===== src/rtl/crc_16_check_pkg.sv =====
// Shared sideband CRC-16 definitions: polynomial, seed, symbol framing and checker FSM states.
package crc_16_check_pkg;

   localparam int unsigned CRC_W     = 16;
   localparam int unsigned SYM_BITS  = 10;
   localparam int unsigned START_POS = 0;
   localparam int unsigned STOP_POS  = SYM_BITS - 1;
   localparam int unsigned POS_W     = 4;

   localparam logic [CRC_W-1:0] CRC16_POLY = 16'h8005;
   localparam logic [CRC_W-1:0] CRC16_SEED = 16'hFFFF;

   typedef enum logic [2:0] {
      ST_IDLE,
      ST_DATA,
      ST_CHECK,
      ST_DONE,
      ST_WAIT
   } crc_state_e;

   // One serial CRC step, MSB-first, feedback from the bit falling off the top.
   function automatic logic [CRC_W-1:0] crc16_step(input logic [CRC_W-1:0] lfsr, input logic din);
      logic fb;
      fb = din ^ lfsr[CRC_W-1];
      return {lfsr[CRC_W-2:0], 1'b0} ^ (fb ? CRC16_POLY : '0);
   endfunction

endpackage


===== src/rtl/crc_16_check_if.sv =====
// Sideband receive CRC-check bundle; master drives the line, slave is the checker.
// Optional crc_syndrome exists only with CRC_16_CHECK_SYNDROME_EN defined.
interface crc_16_check_if;
   import crc_16_check_pkg::*;

   logic             rec_ser;
   logic             crc_en;
   logic             crc_active;
   logic             crc_done;
   logic             crc_err;
   logic             frame_err;
`ifdef CRC_16_CHECK_SYNDROME_EN
   logic [CRC_W-1:0] crc_syndrome;
`endif

   modport master (
      output rec_ser, crc_en, crc_active,
      input  crc_done, crc_err, frame_err
`ifdef CRC_16_CHECK_SYNDROME_EN
      , input crc_syndrome
`endif
   );

   modport slave (
      input  rec_ser, crc_en, crc_active,
      output crc_done, crc_err, frame_err
`ifdef CRC_16_CHECK_SYNDROME_EN
      , output crc_syndrome
`endif
   );

endinterface


===== src/rtl/crc_16_check_sb_sym_counter.sv =====
// Sideband symbol position counter (0..9) plus stop-bit symbol counter, with position strobes.
module crc_16_check_sb_sym_counter
   import crc_16_check_pkg::*;
#(
   parameter int unsigned SYM_CNT_W = 2
) (
   input  logic                 clk,
   input  logic                 rst_n,
   input  logic                 clr,
   input  logic                 en,
   input  logic                 sym_en,
   output logic [SYM_CNT_W-1:0] sym_cnt,
   output logic                 start_stb_c,
   output logic                 data_stb_c,
   output logic                 stop_stb_c
);

   logic [POS_W-1:0]     pos_q, pos_d;
   logic [SYM_CNT_W-1:0] sym_q, sym_d;

   assign start_stb_c = (pos_q == POS_W'(START_POS));
   assign stop_stb_c  = (pos_q == POS_W'(STOP_POS));
   assign data_stb_c  = !start_stb_c && !stop_stb_c;
   assign sym_cnt     = sym_q;

   // Position wraps at the stop bit; symbols are only counted when sym_en is set.
   always_comb begin
      pos_d = pos_q;
      sym_d = sym_q;
      if (clr) begin
         pos_d = '0;
         sym_d = '0;
      end else if (en) begin
         if (stop_stb_c) begin
            pos_d = '0;
            if (sym_en) sym_d = sym_q + SYM_CNT_W'(1);
         end else begin
            pos_d = pos_q + POS_W'(1);
         end
      end
   end

   always_ff @(posedge clk or negedge rst_n) begin
      if (!rst_n) begin
         pos_q <= '0;
         sym_q <= '0;
      end else begin
         pos_q <= pos_d;
         sym_q <= sym_d;
      end
   end

endmodule


===== src/rtl/crc_16_check.sv =====
// Receive-side CRC-16 checker for the sideband link, with start/stop framing check.
// Optional CRC_16_CHECK_SYNDROME_EN adds a held received-XOR-computed syndrome output.
module crc_16_check
   import crc_16_check_pkg::*;
#(
   parameter logic [CRC_W-1:0] SEED     = CRC16_SEED,
   parameter int unsigned      CRC_SYMS = 2
) (
   input  logic           sb_clk,
   input  logic           rst,
   crc_16_check_if.slave  sb
);

   localparam int unsigned SYM_CNT_W = (CRC_SYMS < 2) ? 1 : $clog2(CRC_SYMS + 1);

   crc_state_e       state_q, state_d;
   logic [CRC_W-1:0] lfsr_q, lfsr_d;
   logic             mismatch_q, mismatch_d;
   logic             crc_done_q, crc_done_d;
   logic             crc_err_q, crc_err_d;
   logic             frame_err_q, frame_err_d;
`ifdef CRC_16_CHECK_SYNDROME_EN
   logic [CRC_W-1:0] syn_sh_q, syn_sh_d;
   logic [CRC_W-1:0] syn_q, syn_d;
`endif

   logic [SYM_CNT_W-1:0] sym_cnt;
   logic                 start_stb_c, data_stb_c, stop_stb_c;
   logic                 frame_bad_c, last_sym_c;

   crc_16_check_sb_sym_counter #(
      .SYM_CNT_W (SYM_CNT_W)
   ) u_sym_cnt (
      .clk         (sb_clk),
      .rst_n       (rst),
      .clr         (!sb.crc_en),
      .en          (sb.crc_en),
      .sym_en      (state_q == ST_CHECK),
      .sym_cnt     (sym_cnt),
      .start_stb_c (start_stb_c),
      .data_stb_c  (data_stb_c),
      .stop_stb_c  (stop_stb_c)
   );

   assign frame_bad_c = (start_stb_c && sb.rec_ser) || (stop_stb_c && !sb.rec_ser);
   assign last_sym_c  = (sym_cnt == SYM_CNT_W'(CRC_SYMS - 1));

   // The start bit of the first symbol is consumed in IDLE, so the transaction begins there.
   always_comb begin
      state_d     = state_q;
      lfsr_d      = lfsr_q;
      mismatch_d  = mismatch_q;
      crc_done_d  = 1'b0;
      crc_err_d   = crc_err_q;
      frame_err_d = frame_err_q;
`ifdef CRC_16_CHECK_SYNDROME_EN
      syn_sh_d    = syn_sh_q;
      syn_d       = syn_q;
`endif
      if (!sb.crc_en) begin
         state_d = ST_IDLE;
         lfsr_d  = SEED;
      end else begin
         case (state_q)
            ST_IDLE: begin
               lfsr_d      = SEED;
               mismatch_d  = 1'b0;
               crc_err_d   = 1'b0;
               frame_err_d = frame_bad_c;
`ifdef CRC_16_CHECK_SYNDROME_EN
               syn_sh_d    = '0;
               syn_d       = '0;
`endif
               state_d     = sb.crc_active ? ST_CHECK : ST_DATA;
            end
            ST_DATA: begin
               if (frame_bad_c) frame_err_d = 1'b1;
               if (data_stb_c) lfsr_d = crc16_step(lfsr_q, sb.rec_ser);
               if (start_stb_c && sb.crc_active) state_d = ST_CHECK;
            end
            ST_CHECK: begin
               if (frame_bad_c) frame_err_d = 1'b1;
               if (data_stb_c) begin
                  if (sb.rec_ser != lfsr_q[CRC_W-1]) mismatch_d = 1'b1;
`ifdef CRC_16_CHECK_SYNDROME_EN
                  syn_sh_d = {syn_sh_q[CRC_W-2:0], sb.rec_ser ^ lfsr_q[CRC_W-1]};
`endif
                  lfsr_d = {lfsr_q[CRC_W-2:0], 1'b0};
               end
               if (stop_stb_c && last_sym_c) begin
                  state_d    = ST_DONE;
                  crc_done_d = 1'b1;
                  crc_err_d  = mismatch_q;
`ifdef CRC_16_CHECK_SYNDROME_EN
                  syn_d      = syn_sh_q;
`endif
               end
            end
            ST_DONE: state_d = ST_WAIT;
            ST_WAIT: state_d = ST_WAIT;
            default: state_d = ST_IDLE;
         endcase
      end
   end

   always_ff @(posedge sb_clk or negedge rst) begin
      if (!rst) begin
         state_q     <= ST_IDLE;
         lfsr_q      <= SEED;
         mismatch_q  <= 1'b0;
         crc_done_q  <= 1'b0;
         crc_err_q   <= 1'b0;
         frame_err_q <= 1'b0;
`ifdef CRC_16_CHECK_SYNDROME_EN
         syn_sh_q    <= '0;
         syn_q       <= '0;
`endif
      end else begin
         state_q     <= state_d;
         lfsr_q      <= lfsr_d;
         mismatch_q  <= mismatch_d;
         crc_done_q  <= crc_done_d;
         crc_err_q   <= crc_err_d;
         frame_err_q <= frame_err_d;
`ifdef CRC_16_CHECK_SYNDROME_EN
         syn_sh_q    <= syn_sh_d;
         syn_q       <= syn_d;
`endif
      end
   end

   assign sb.crc_done  = crc_done_q;
   assign sb.crc_err   = crc_err_q;
   assign sb.frame_err = frame_err_q;
`ifdef CRC_16_CHECK_SYNDROME_EN
   assign sb.crc_syndrome = syn_q;
`endif

endmodule


===== src/flat_wrapper.sv =====
// flat-port wrapper written by rule: the top's interface ports become plain ports
module crc_16_check_flat import crc_16_check_pkg::*;
#(
   parameter logic [CRC_W-1:0] SEED     = CRC16_SEED,
   parameter int unsigned      CRC_SYMS = 2
)
  (sb_clk, rst, sb_rec_ser, sb_crc_en, sb_crc_active, sb_crc_done, sb_crc_err, sb_frame_err);
  crc_16_check_if sb_i ();
  input  logic sb_clk;
  input  logic rst;
  input wire logic [$bits(sb_i.rec_ser)-1:0] sb_rec_ser;
  input wire logic [$bits(sb_i.crc_en)-1:0] sb_crc_en;
  input wire logic [$bits(sb_i.crc_active)-1:0] sb_crc_active;
  output wire logic [$bits(sb_i.crc_done)-1:0] sb_crc_done;
  output wire logic [$bits(sb_i.crc_err)-1:0] sb_crc_err;
  output wire logic [$bits(sb_i.frame_err)-1:0] sb_frame_err;
  assign sb_i.rec_ser = sb_rec_ser;
  assign sb_i.crc_en = sb_crc_en;
  assign sb_i.crc_active = sb_crc_active;
  assign sb_crc_done = sb_i.crc_done;
  assign sb_crc_err = sb_i.crc_err;
  assign sb_frame_err = sb_i.frame_err;
  crc_16_check #(.SEED(SEED), .CRC_SYMS(CRC_SYMS)) u_core (.sb_clk(sb_clk), .rst(rst), .sb(sb_i));
endmodule

===== config.mk =====
export PLATFORM = sky130hd
export DESIGN_NAME = crc_16_check_flat
export DESIGN_NICKNAME = d
export VERILOG_FILES = /design/src/rtl/crc_16_check_pkg.sv /design/src/rtl/crc_16_check_if.sv /design/src/rtl/crc_16_check_sb_sym_counter.sv /design/src/rtl/crc_16_check.sv /design/src/flat_wrapper.sv
export SDC_FILE = /design/constraint.sdc
export NUM_CORES = 1
export LEC_CHECK = 0
export ABC_CLOCK_PERIOD_IN_PS = 3800
export CORE_MARGIN = 5
export CORE_UTILIZATION = 55
export DETAILED_ROUTE_END_ITERATION = 12
export DONT_BUFFER_PORTS = 1
export GPL_TIMING_DRIVEN = 0
export PLACE_DENSITY = 0.77
export SLEW_MARGIN = 25
export SYNTH_ARGS = -nofsm -noshare
export SYNTH_HDL_FRONTEND = slang
export SYNTH_SLANG_ARGS = --single-unit

===== constraint.sdc =====
create_clock -name sb_clk -period 3.8 [get_ports sb_clk]
set_input_delay 0.38 -clock sb_clk [delete_from_list [all_inputs] [get_ports sb_clk]]
set_output_delay 0.38 -clock sb_clk [all_outputs]
set_load 0.02 [all_outputs]

### Word-level counts from Yosys, hierarchy flattened

Index checks and enable logic that the tools add are counted.

* output and inout bits: 3
* flip-flop bits (word level): 29
* input port bits: 5
* word-level logic and storage cells: 76

* muxes and demuxes: 25
* reduce and logical (&&, ||, !) cells: 21
* add/sub/neg operators: 2
* bitwise gates (word level): 2
* eq/ne operators: 18

Operators with widths (count)
* $mux W16: 4
* $pmux W16 S3: 1
* $xor A16 B16 Y16: 1
* $ne A2 B1 Y1 const B: 6
* $ne A3 B2 Y1 const B: 4
* $pmux W3 S4: 1
* $mux W3: 3
* $reduce_and A3 Y1: 3
* $mux W2: 4
* $mux W4: 2
* $mux W1: 7
* $eq A3 B2 Y1 const B: 2
* $pmux W1 S2: 3
* $logic_and A1 B1 Y1: 5
* $add A4 B1 Y4 const B: 1
* $eq A4 B4 Y1 const B: 1
* $logic_not A4 Y1: 1
* $ne A4 B1 Y1 const B: 1
* $reduce_and A2 Y1: 2
* $reduce_and A4 Y1: 1
* $reduce_bool A2 Y1: 2
* $reduce_or A2 Y1: 2
* $eq A3 B1 Y1 const B: 1
* $eq A3 B3 Y1 const B: 1
* 7 further kinds: 9

### Depth between registers and ports, before layout

* depth in word-level cells: 6
* gate-level depth with buffers: 7

### Cells and area by module

A second synthesis with hierarchy kept.

* cells, all modules: 166
* area, all modules: 1606.5 um^2

Modules (own cells, without submodules)
* crc_16_check: cells each 126, seq. area each 595.6 um^2, area an instance 1236.2 um^2, instances 1
* crc_16_check_sb_sym_counter: cells each 40, seq. area each 150.1 um^2, area an instance 370.4 um^2, instances 1

### Least setup slack after synthesis

No wires, ideal clock.

* path kind: register to register
* start point: reg u_core.u_sym_cnt.pos_q[0]
* end point: reg u_core.u_sym_cnt.sym_q[0] (netlist: u_core.u_sym_cnt.sym_cnt[0])
* buffers on the path: 1
* setup time: 119 ps
* setup slack: 2275 ps
* arrival: 1406 ps
* stages on the path, launching flop included: 7
* period minus slack after synthesis: 1525 ps
* cell sequence: dfrtp_1 ha_1 and3b_1 and3_1 buf_2 xor2_1 and2_1

* cells in the longest elaborated chain, start to end: 3

Ends and longest elaborated chain
* start, declared: RTL line crc_16_check_sb_sym_counter.sv:18 `logic [POS_W-1:0] pos_q, pos_d;`
* start signal, assigned: RTL line crc_16_check_sb_sym_counter.sv:48 `pos_q <= pos_d;`
* $eq A4 B4 Y1: RTL line crc_16_check_sb_sym_counter.sv:22 `assign stop_stb_c = (pos_q == POS_W'(STOP_POS));`
* $ne A2 B1 Y1 (no source line)
* $reduce_and A2 Y1 (no source line)
* end signal, assigned: RTL line crc_16_check_sb_sym_counter.sv:49 `sym_q <= sym_d;`
* end, declared: RTL line crc_16_check_sb_sym_counter.sv:19 `logic [SYM_CNT_W-1:0] sym_q, sym_d;`

No other way between the ends.
A chain may end at the register's enable or synchronous reset.

### Worst setup path in the final report

* start point: reg u_core.u_sym_cnt.pos_q[0]
* end point: reg u_core.lfsr_q[4]

* cells in the longest elaborated chain, start to end: 5
* elaborated cells between the ends (all ways): 8
* those cells by class: 3 x eq/ne; 5 x reduce/logical

Ends and longest elaborated chain
* $eq A4 B4 Y1 or $logic_not A4 Y1 (tied branches): RTL line crc_16_check_sb_sym_counter.sv:22, crc_16_check_sb_sym_counter.sv:21
* $logic_not A1 Y1: RTL line crc_16_check_sb_sym_counter.sv:23 `assign data_stb_c = !start_stb_c && !stop_stb_c;`
* $logic_and A1 B1 Y1 *: RTL line crc_16_check_sb_sym_counter.sv:23
* $ne A3 B2 Y1 (no source line)
* $reduce_and A3 Y1 (no source line) *
* end signal, assigned: RTL line crc_16_check.sv:120 `lfsr_q <= lfsr_d;`
* end, declared: RTL line crc_16_check.sv:17 `logic [CRC_W-1:0] lfsr_q, lfsr_d;`

Every way passes the cells marked *; elsewhere a longest branch is shown, timed or not.

==> results.yml <==
run_status:
  status: "finished, final reports clean"
die:
  initial_core_util_pct: 58.0
  core_area_um2: 2500
  die_w_um: 61.4
  ios: 8
  die_area_um2: 3760
  rows: 18
  die_h_um: 61.4
final_layout:
  syn_to_final_growth_pct: 10.2
  layout_commonest_cell: "dfstp_2"
  fillers: 212
  post-route-util_pct: 63.9
  drive_gt1_share_pct: 25.0
  layout_common_cells: "dfstp_2, o22a_1, dfrtp_1"
  antenna_cells: 0
  nNetsFinal: 148
worst_setup_path:
  path_cells: "ha_1 -> mux2i_2 -> o221ai_2 -> buf_6 -> o22a_1"
  crit_required_ns: 4.06
  cp_num_buf_inv: 1
  crit_family: "flip-flops"
  path_class: "reg -> reg"
  start_kind: "flop"
  critical-path-max-stage-delay_ns: 0.44
  critPathArrivalTime_ns: 1.98
  critPathCaptureType: "flop"
  worst-path-max-fanout: 10
  slowest_stage: "dfrtp_1"
grt:
  use_met1_pct: 18.6
  busiest_layer: "met2"
  grt.total_usage_pct: 17.5
  use_met2_pct: 31.4
  grtUsageMet3_pct: 3.77
  grt_first_pass_wirelength_um: 4640
  grt_max_degree: 30
  grt_pass1_vias: 1052
  antenna_found_initial: 0
  grt-ovfl-total: 0
synth:
  synth-main-ff-cell: "dfstp_2"
  synth_area_um2: 1450
  synth-edff-count: 0
  synth_warnings: 0
  ys_seq_area_share_pct: 51.4
  async_flop_share_pct: 100
  synth_seq_cells: 29
  synth_cell_types: 40
  synthesis.nets: 139
  synth_top_area_cell: "dfstp_2"
  synth_area_leaders: "dfstp_2, dfrtp_1, o22a_1"
  netlist_instances: 130
  avgSynthCellArea_um2: 11.2
  synth_top_area_share_pct: 29.0
placed_design:
  gp_congestion: 0.821
  port_buffers: 0
  dp_slack_ns: 2.12
  dp_hpwl_um: 1880
sta:
  final-setup-viol-count: 0
  period_share_pct: 45.1
  setup_tns_ns: 0
  fin_ws_ns: 2.09
  fmax_ghz: 0.583
  whs_ns: 0.135
  hold_violations: 0
  slew_viol_final: 0
  rsz0062_at_grt: "no"
  relSlewSlack_pct: 71.5
  skew_ns: 0.00599
  fin_crit_ns: 1.71
  worst_slew_pin_slew_ns: 0.425
power_and_ir_drop:
  power.share.combinational_pct: 14.7
  p_sw_mw: 0.181
  leakage_nw: 0.674
  vdd_drop_max_uv: 282
  swShare_pct: 26.7
  p_seq_share_pct: 49.8
  intPower_mw: 0.497
  power_frac_clock_pct: 35.4
  p_per_area_nw_per_um2: 424
clock_network:
  htree_levels: 2
  clkSinkCount: 29
  clock_latency_ns: 0.33
  cts_buffer_depth: 2
  cts_buffers: 5
  cts_root_buf: "clkbuf_4"
  holdBufCountCts: 2
  cts.clk_slew.worst_paths_ns: 0.09
  post_cts_buffers: 0
  post_cts_resized: 0
  cts_tree: "yes"
routing:
  drc: 0
  drt-pass1-iter-count: 4
  viasPerCell: 5.89
  dr.first_iter.drc_count: 35
  routedWlPerCell_um: 16.0
  ant_nets: 0
  num_vias: 1001
  finalWirelength_um: 2710
job:
  maxCapViolations: 0
hold_path:
  hp-class: "in -> reg"
[metal layers]
metal / up-vias / share of wire [%] / routed length [um]
li1: 486 / - / -
met1: 489 / 41 / 1110
met2: 21 / 53 / 1440
met3: 5 / 3.8 / 104
met4: 0 / 2.1 / 57
met5: - / 0 / 0
[registers in the layout, summed over array words and instances (netlist names)]
register and cells:
u_core.lfsr_q 16, u_core.mismatch_q 1, u_core.sb.crc_done 1, u_core.sb.crc_err 1
u_core.sb.frame_err 1, u_core.state_q 3, u_core.u_sym_cnt.pos_q 4, u_core.u_sym_cnt.sym_cnt 2
[path summary, 6_finish.rpt]
path	from	end	slack, ns	depth (start not counted)
worst min register to register	u_core.lfsr_q[0]$_DFFE_PN1P_	u_core.lfsr_q[0]$_DFFE_PN1P_	0.52	1
max in group asynchronous	rst	u_core.lfsr_q[14]$_DFFE_PN1P_	3.09	2
worst min-delay path	sb_crc_active	u_core.state_q[0]$_DFFE_PN0P_	0.13	1
min in group asynchronous	rst	u_core.u_sym_cnt.sym_cnt[1]$_DFFE_PN0P_	0.47	2
worst max-delay path	u_core.u_sym_cnt.pos_q[0]$_DFF_PN0_	u_core.lfsr_q[4]$_DFFE_PN1P_	2.09	5
worst max register to register	u_core.u_sym_cnt.pos_q[0]$_DFF_PN0_	u_core.lfsr_q[4]$_DFFE_PN1P_	2.09	5
[cell families after synthesis]
logic type               Yosys count  share of synthesized area, %
multiplexers                       2                          1.64
AND/OR/NAND/NOR                   34                          12.9
adder cells (fa/ha/maj)            4                          3.45
buffers and inverters             17                          6.47
XOR/XNOR                           5                          3.02
flip-flops                        29                          51.4
AO/OA/AOI/OAI                     39                          21.1
[power groups by stage]
stage	Combinational (mW)	Clock (mW)	Sequential, mW
finish	0.0999	0.240	0.338
global route	0.111	0.260	0.340
CTS	0.101	0.244	0.338
detailed placement	0.0903	0	0.343
global placement	0.0875	0	0.342
floorplan	0.0756	0	0.339
[worst reg2reg max path, delay by kind of cell, from the launching register on]
kind | cells | cell delay, ns
flops | 1 | 0.44
buf+inv | 1 | 0.20
fa+ha+maj | 1 | 0.28
compound gates | 2 | 0.41
mux | 1 | 0.33
[stage by stage]
stage | total power, mW | std cells | area [um^2]
after floorplan | 0.415 | 130 | 1450
after global placement | 0.430 | 160 | 1490
after detailed placement | 0.433 | 160 | 1490
after CTS | 0.682 | 170 | 1600
after global routing | 0.711 | 170 | 1600
final | 0.678 | 170 | 1600
[cells in the mapped netlist, types with 2 or more instances]
| master | number |
|---|---|
| nand2b_1 | 3 |
| inv_1 | 8 |
| dfrtp_1 | 13 |
| nand2_1 | 7 |
| o22ai_1 | 3 |
| buf_6 | 3 |
| nor2_1 | 6 |
| xnor2_1 | 4 |
| o21ai_0 | 5 |
| nor3b_1 | 2 |
| clkbuf_1 | 2 |
| nand3_1 | 2 |
| a21oi_1 | 7 |
| buf_2 | 3 |
| ha_1 | 4 |
| dfstp_2 | 16 |
| nor2b_1 | 4 |
| and2_1 | 2 |
| a221o_1 | 2 |
| o22a_1 | 14 |
[cell type report]
class / instances / area [um^2] / share of cell area (%)
Sequential cell: 29 / 746 / 46.7
Multi-Input combinational cell: 84 / 611 / 38.2
Inverter: 8 / 30.0 / 1.88
Tap cell: 30 / 37.5 / 2.35
Timing Repair Buffer: 2 / 30.0 / 1.88
Clock buffer: 8 / 80.1 / 5.01
Buffer: 9 / 63.8 / 3.99
(Power assumes the default switching activity.)
==> edit 1, RTL diff (same settings) <==
Re-encode `crc_state_e` (5 states) as one-hot, 5 bits wide.
--- a/src/rtl/crc_16_check_pkg.sv
+++ b/src/rtl/crc_16_check_pkg.sv
@@ -10,12 +10,12 @@
    localparam logic [CRC_W-1:0] CRC16_POLY = 16'h8005;
    localparam logic [CRC_W-1:0] CRC16_SEED = 16'hFFFF;
 
-   typedef enum logic [2:0] {
-      ST_IDLE,
-      ST_DATA,
-      ST_CHECK,
-      ST_DONE,
-      ST_WAIT
+   typedef enum logic [4:0] {
+      ST_IDLE  = 5'b00001,
+      ST_DATA  = 5'b00010,
+      ST_CHECK = 5'b00100,
+      ST_DONE  = 5'b01000,
+      ST_WAIT  = 5'b10000
    } crc_state_e;
 
    // One serial CRC step, MSB-first, feedback from the bit falling off the top.
Check against the original RTL: same outputs for any inputs over 10 cycles, from zero or initial values and one cycle with rst low; not proved beyond that.
==> edit 1 against the unedited design <==
- die area is 2.1% higher
- total power is 6.6% lower
- sequential cell count is 2 higher
- critical path depth is 1 higher
- area after synthesis is 2.5% higher
- largest power group unchanged
- routed wire length is 1.7% lower
- setup slack worse by 0.11 ns
- cell area is 0.39% higher
==> edit 1: results (changes against the unedited design) <==
Run status = finished clean
Int Power = 0.457 mW (-8.1%)
Synth area leaders = dfstp_2 (30%), dfrtp_1 (24%), o22a_1 (8.2%)
Leakage = 0.643 nW (-4.6%)
Setup Skew = 0.00780 ns (+0.00181 ns)
Critical Path AT = 2.10 ns (+0.12 ns)
Metal-1 WL = 1210 um (+9.4%)
Post-synth ARST share = 100% (unchanged)
Worst-skew pair later-pin latency = 0.33 ns (about the same)
Slew HR = 64.8% (-6.7 points)
Met1 Use GR = 21.6% (+3.0 points)
Vias in the first global route = 978 (-7.0%)
Starting DRT DRC Count = 36 (+2.9%)
Share of post-route cells with drive strength above 1 = 23.0% (-2.0 points)
Biggest regs = u_core.lfsr_q x16, u_core.state_q x5, u_core.u_sym_cnt.pos_q x4
Largest net degree at the start of global routing = 32 (+6.7%)
M2 GR Usage = 24.7% (-6.7 points)
Yosys cell types = 41 (+2.5%)
DR WL/cell = 15.8 um (-1.2%)
Number of buffers created by CTS = 5 (unchanged)
Clock power frac = 27.6% (-7.8 points)
Sequential-to-total area share from yosys stat = 53.6% (+2.2 points)
Initial antenna violation count = 0 (unchanged)
Placed Area = 1520 um2 (+2.4%)
Worst ir drop on vdd = 0.300 mV (+6.3%)
# diodes = 0 (unchanged)
Hold Crit Class = input port to flip-flop
Met2 routed WL = 1210 um (-16%)
GPL Wtd Cong = 0.869 (+5.9%)
Routed wl met3 = 175 um (+68%)
Synthesis Warnings = 0 (unchanged)
Placement Setup Slack = 2.00 ns (-0.120 ns)
Setup Fix Bufs, Post-CTS = 0 (unchanged)
Global-route wire length before repair = 4510 um (-2.7%)
Met3 usage = 8.26% (+4.5 points)
Cell count after synthesis = 129 (-0.77%)
DR vias = 1,016 (+1.5%)
Tot GR Track Use = 17.2% (-0.32 points)
Dpl cells = 159 (-0.63%)
Comb group = 0.0950 mW (-4.9%)
Syn Nets = 138 (-0.72%)
Nets = 147 (-0.68%)
DP HPWL = 1880 um (+0.17%)
Clk pin slew, worst setup/hold paths = 0.09 ns (about the same)
Routed wire length = 2670 um (-1.7%)
Commonest cells post-synth = dfstp_2 (17), dfrtp_1 (14), o22a_1 (14)
Total power = 0.633 mW (-6.6%)
-- edit 1: changes by cell type after synthesis, moves of 3 or more --
cell,change
nor3_1,+4
nor2_1,+4
o21ai_0,-5
xor2_1,+3
a21oi_1,-3
-- edit 1: logic make-up (layout without fill, tap and decap cells) --
group,Yosys count,count (layout),synth area share (%)
buffers and inverters,12,22,3.70
XOR/XNOR,7,7,4.12
AO/OA/AOI/OAI,32,32,17.9
adder cells (fa/ha/maj),4,4,3.37
AND/OR/NAND/NOR,41,41,15.9
flip-flops,31,31,53.6
multiplexers,2,2,1.35
-- edit 1: layout make-up --
cell class | count | area (um2)
well taps | 30 | 37.5
flip-flops and latches | 31 | 797
multi-input cells | 86 | 634
inverters | 8 | 30.0
clock inverters | 1 | 5.00
repair buffers | 2 | 30.0
fillers | 208 | 918
clock buffers | 7 | 45.0
plain buffers | 4 | 25.0
-- edit 1: repair_timing --
item / in CTS / in global routing
hold buffers: 2 / 0
hold endpoints to repair: 31 / 0
gates resized for setup: 0 / 0
-- edit 1: worst paths after layout --
path | cells past startpoint | start | to | slack (ns)
min in group asynchronous | 2 | rst | u_core.u_sym_cnt.pos_q[3] | 0.48
max in group asynchronous | 2 | rst | u_core.lfsr_q[2] | 3.07
worst min-delay path | 2 | sb_crc_active | u_core.state_q[2] | 0.22
worst min register to register | 1 | u_core.lfsr_q[2] | u_core.lfsr_q[2] | 0.52
worst max-delay path | 6 | u_core.u_sym_cnt.pos_q[1] | u_core.lfsr_q[14] | 1.97
worst max register to register | 6 | u_core.u_sym_cnt.pos_q[1] | u_core.lfsr_q[14] | 1.97
-- edit 1: worst max-delay path, stage by stage, from the launching register on --
cell       delay (ns)
dfrtp_1          0.41
inv_1            0.09
ha_1             0.21
mux2i_1          0.12
o2111ai_1        0.47
buf_2            0.32
o22a_1           0.16
==> edit 2, RTL diff (same flow settings) <==
Without the edit above. `CRC_SYMS` is set to 2 in 2 places; all go to 4.
--- a/src/rtl/crc_16_check.sv
+++ b/src/rtl/crc_16_check.sv
@@ -4,7 +4,7 @@
    import crc_16_check_pkg::*;
 #(
    parameter logic [CRC_W-1:0] SEED     = CRC16_SEED,
-   parameter int unsigned      CRC_SYMS = 2
+   parameter int unsigned      CRC_SYMS = 4
 ) (
    input  logic           sb_clk,
    input  logic           rst,
--- a/src/flat_wrapper.sv
+++ b/src/flat_wrapper.sv
@@ -2,7 +2,7 @@
 module crc_16_check_flat import crc_16_check_pkg::*;
 #(
    parameter logic [CRC_W-1:0] SEED     = CRC16_SEED,
-   parameter int unsigned      CRC_SYMS = 2
+   parameter int unsigned      CRC_SYMS = 4
 )
   (sb_clk, rst, sb_rec_ser, sb_crc_en, sb_crc_active, sb_crc_done, sb_crc_err, sb_frame_err);
   crc_16_check_if sb_i ();
Check against the original RTL: same outputs for any inputs over 10 cycles, from zero or initial values and one cycle with rst low; that may be too few to reach the edited logic, so the function may still have changed.
==> edit 2 against the unedited design <==
- first-iteration DRC count up 120%
- setup slack worse by 0.24 ns
- total power down 5.5%
- sequential cell count up 1
- clock skew up 0.0035 ns
- fmax down 12%
- cell area up 3.7%
- highest routed layer unchanged
- critical endpoint is now u_core.lfsr_q[6]
- routed wire length down 0.37%
- largest power group unchanged
- largest cell class unchanged
- die area up 4.5%
- area after synthesis up 5.3%
- critical path depth up 1
- clock power down 18%
==> edit 2: results (changes against the unedited design) <==
Hold path depth = 2 (+1)
DR WL/cell = 14.5 um (-8.9%)
Nets = 164 (+11%)
Seq. cell area = 771 um2 (+3.4%)
Leakage = 0.661 nW (-1.9%)
Placed Area = 1570 um2 (+5.3%)
Setup WS post-layout = 1.84 ns (-0.241 ns)
Commonest cells post-synth = nand2_1 (22), dfstp_2 (16), dfrtp_1 (14), o22ai_1 (14), a21oi_1 (7)
Non-clk invs = 6 (-2)
Yosys cell types = 39 (-2.5%)
Clock buffer count = 7 (-1)
Synth-to-layout area growth = 8.44%
Non-Filler Instances = 186 (+9.4%)
End of the worst hold path = u_core.state_q[1]
Vias/cell = 5.95 (+1.1%)
Global-route wire length before repair = 4830 um (+4.2%)
Reg2Reg Depth = 6 (+1)
Vias in the first global route = 1,127 (+7.1%)
Run status = finished clean
GPL Wtd Cong = 0.860 (+4.7%)
Cell row count = 19 (+1)
Tot GR Track Use = 15.6% (-1.9 points)
Setup Skew = 0.00946 ns (+0.00347 ns)
Non-clk bufs = 12 (+1)
Biggest regs = u_core.lfsr_q x16, u_core.u_sym_cnt.pos_q x4
DP HPWL = 1890 um (+0.56%)
Seq pwr = 0.342 mW (+1%)
Sw power = 0.177 mW (-2.4%)
Synth area leaders = dfstp_2 (28%), dfrtp_1 (23%), o22ai_1 (5.7%)
Starting DRT DRC Count = 78 (+120%)
Largest net degree at the start of global routing = 31 (+3.3%)
Worst ir drop on vdd = 0.276 mV (-1.9%)
Slew HR = 69.7% (-1.8 points)
Power Clock = 0.197 mW (-18%)
Slowest CP cell = a221o_2
edit 2: changes by cell type after synthesis, moves of 3 or more:
cell     before  now
a31oi_1       1    4
o22a_1       14    0
nand2_1       7   22
o22ai_1       3   14
edit 2: logic make-up (layout without fill, tap and decap cells):
group	Yosys count	in the layout	share of synthesized area, %
AOI/OAI and AO/OA	38	38	17.4
xor gates and xnor gates	3	3	1.72
adders and majority gates	5	5	4.10
buffers and inverters	16	26	6.63
DFF	30	30	50.5
muxes	4	4	2.95
and+or+nand+nor	49	49	16.7
edit 2: metal layers:
metal / vias up / routed length (um) / track usage (%)
met1: 549 / 1140 / 16.9
met2: 23 / 1400 / 26.7
li1: 528 / - / -
met5: - / 0 / 0
met3: 7 / 114 / 5.76
met4: 0 / 47 / 7.16
edit 2: critical path, delay by kind of cell, from the launching register on:
kind            cells  cell delay [ns]
simple gates        1             0.08
fa+ha+maj           1             0.28
buf+inv             1             0.16
flops               1             0.42
compound gates      2             0.61
mux                 1             0.31
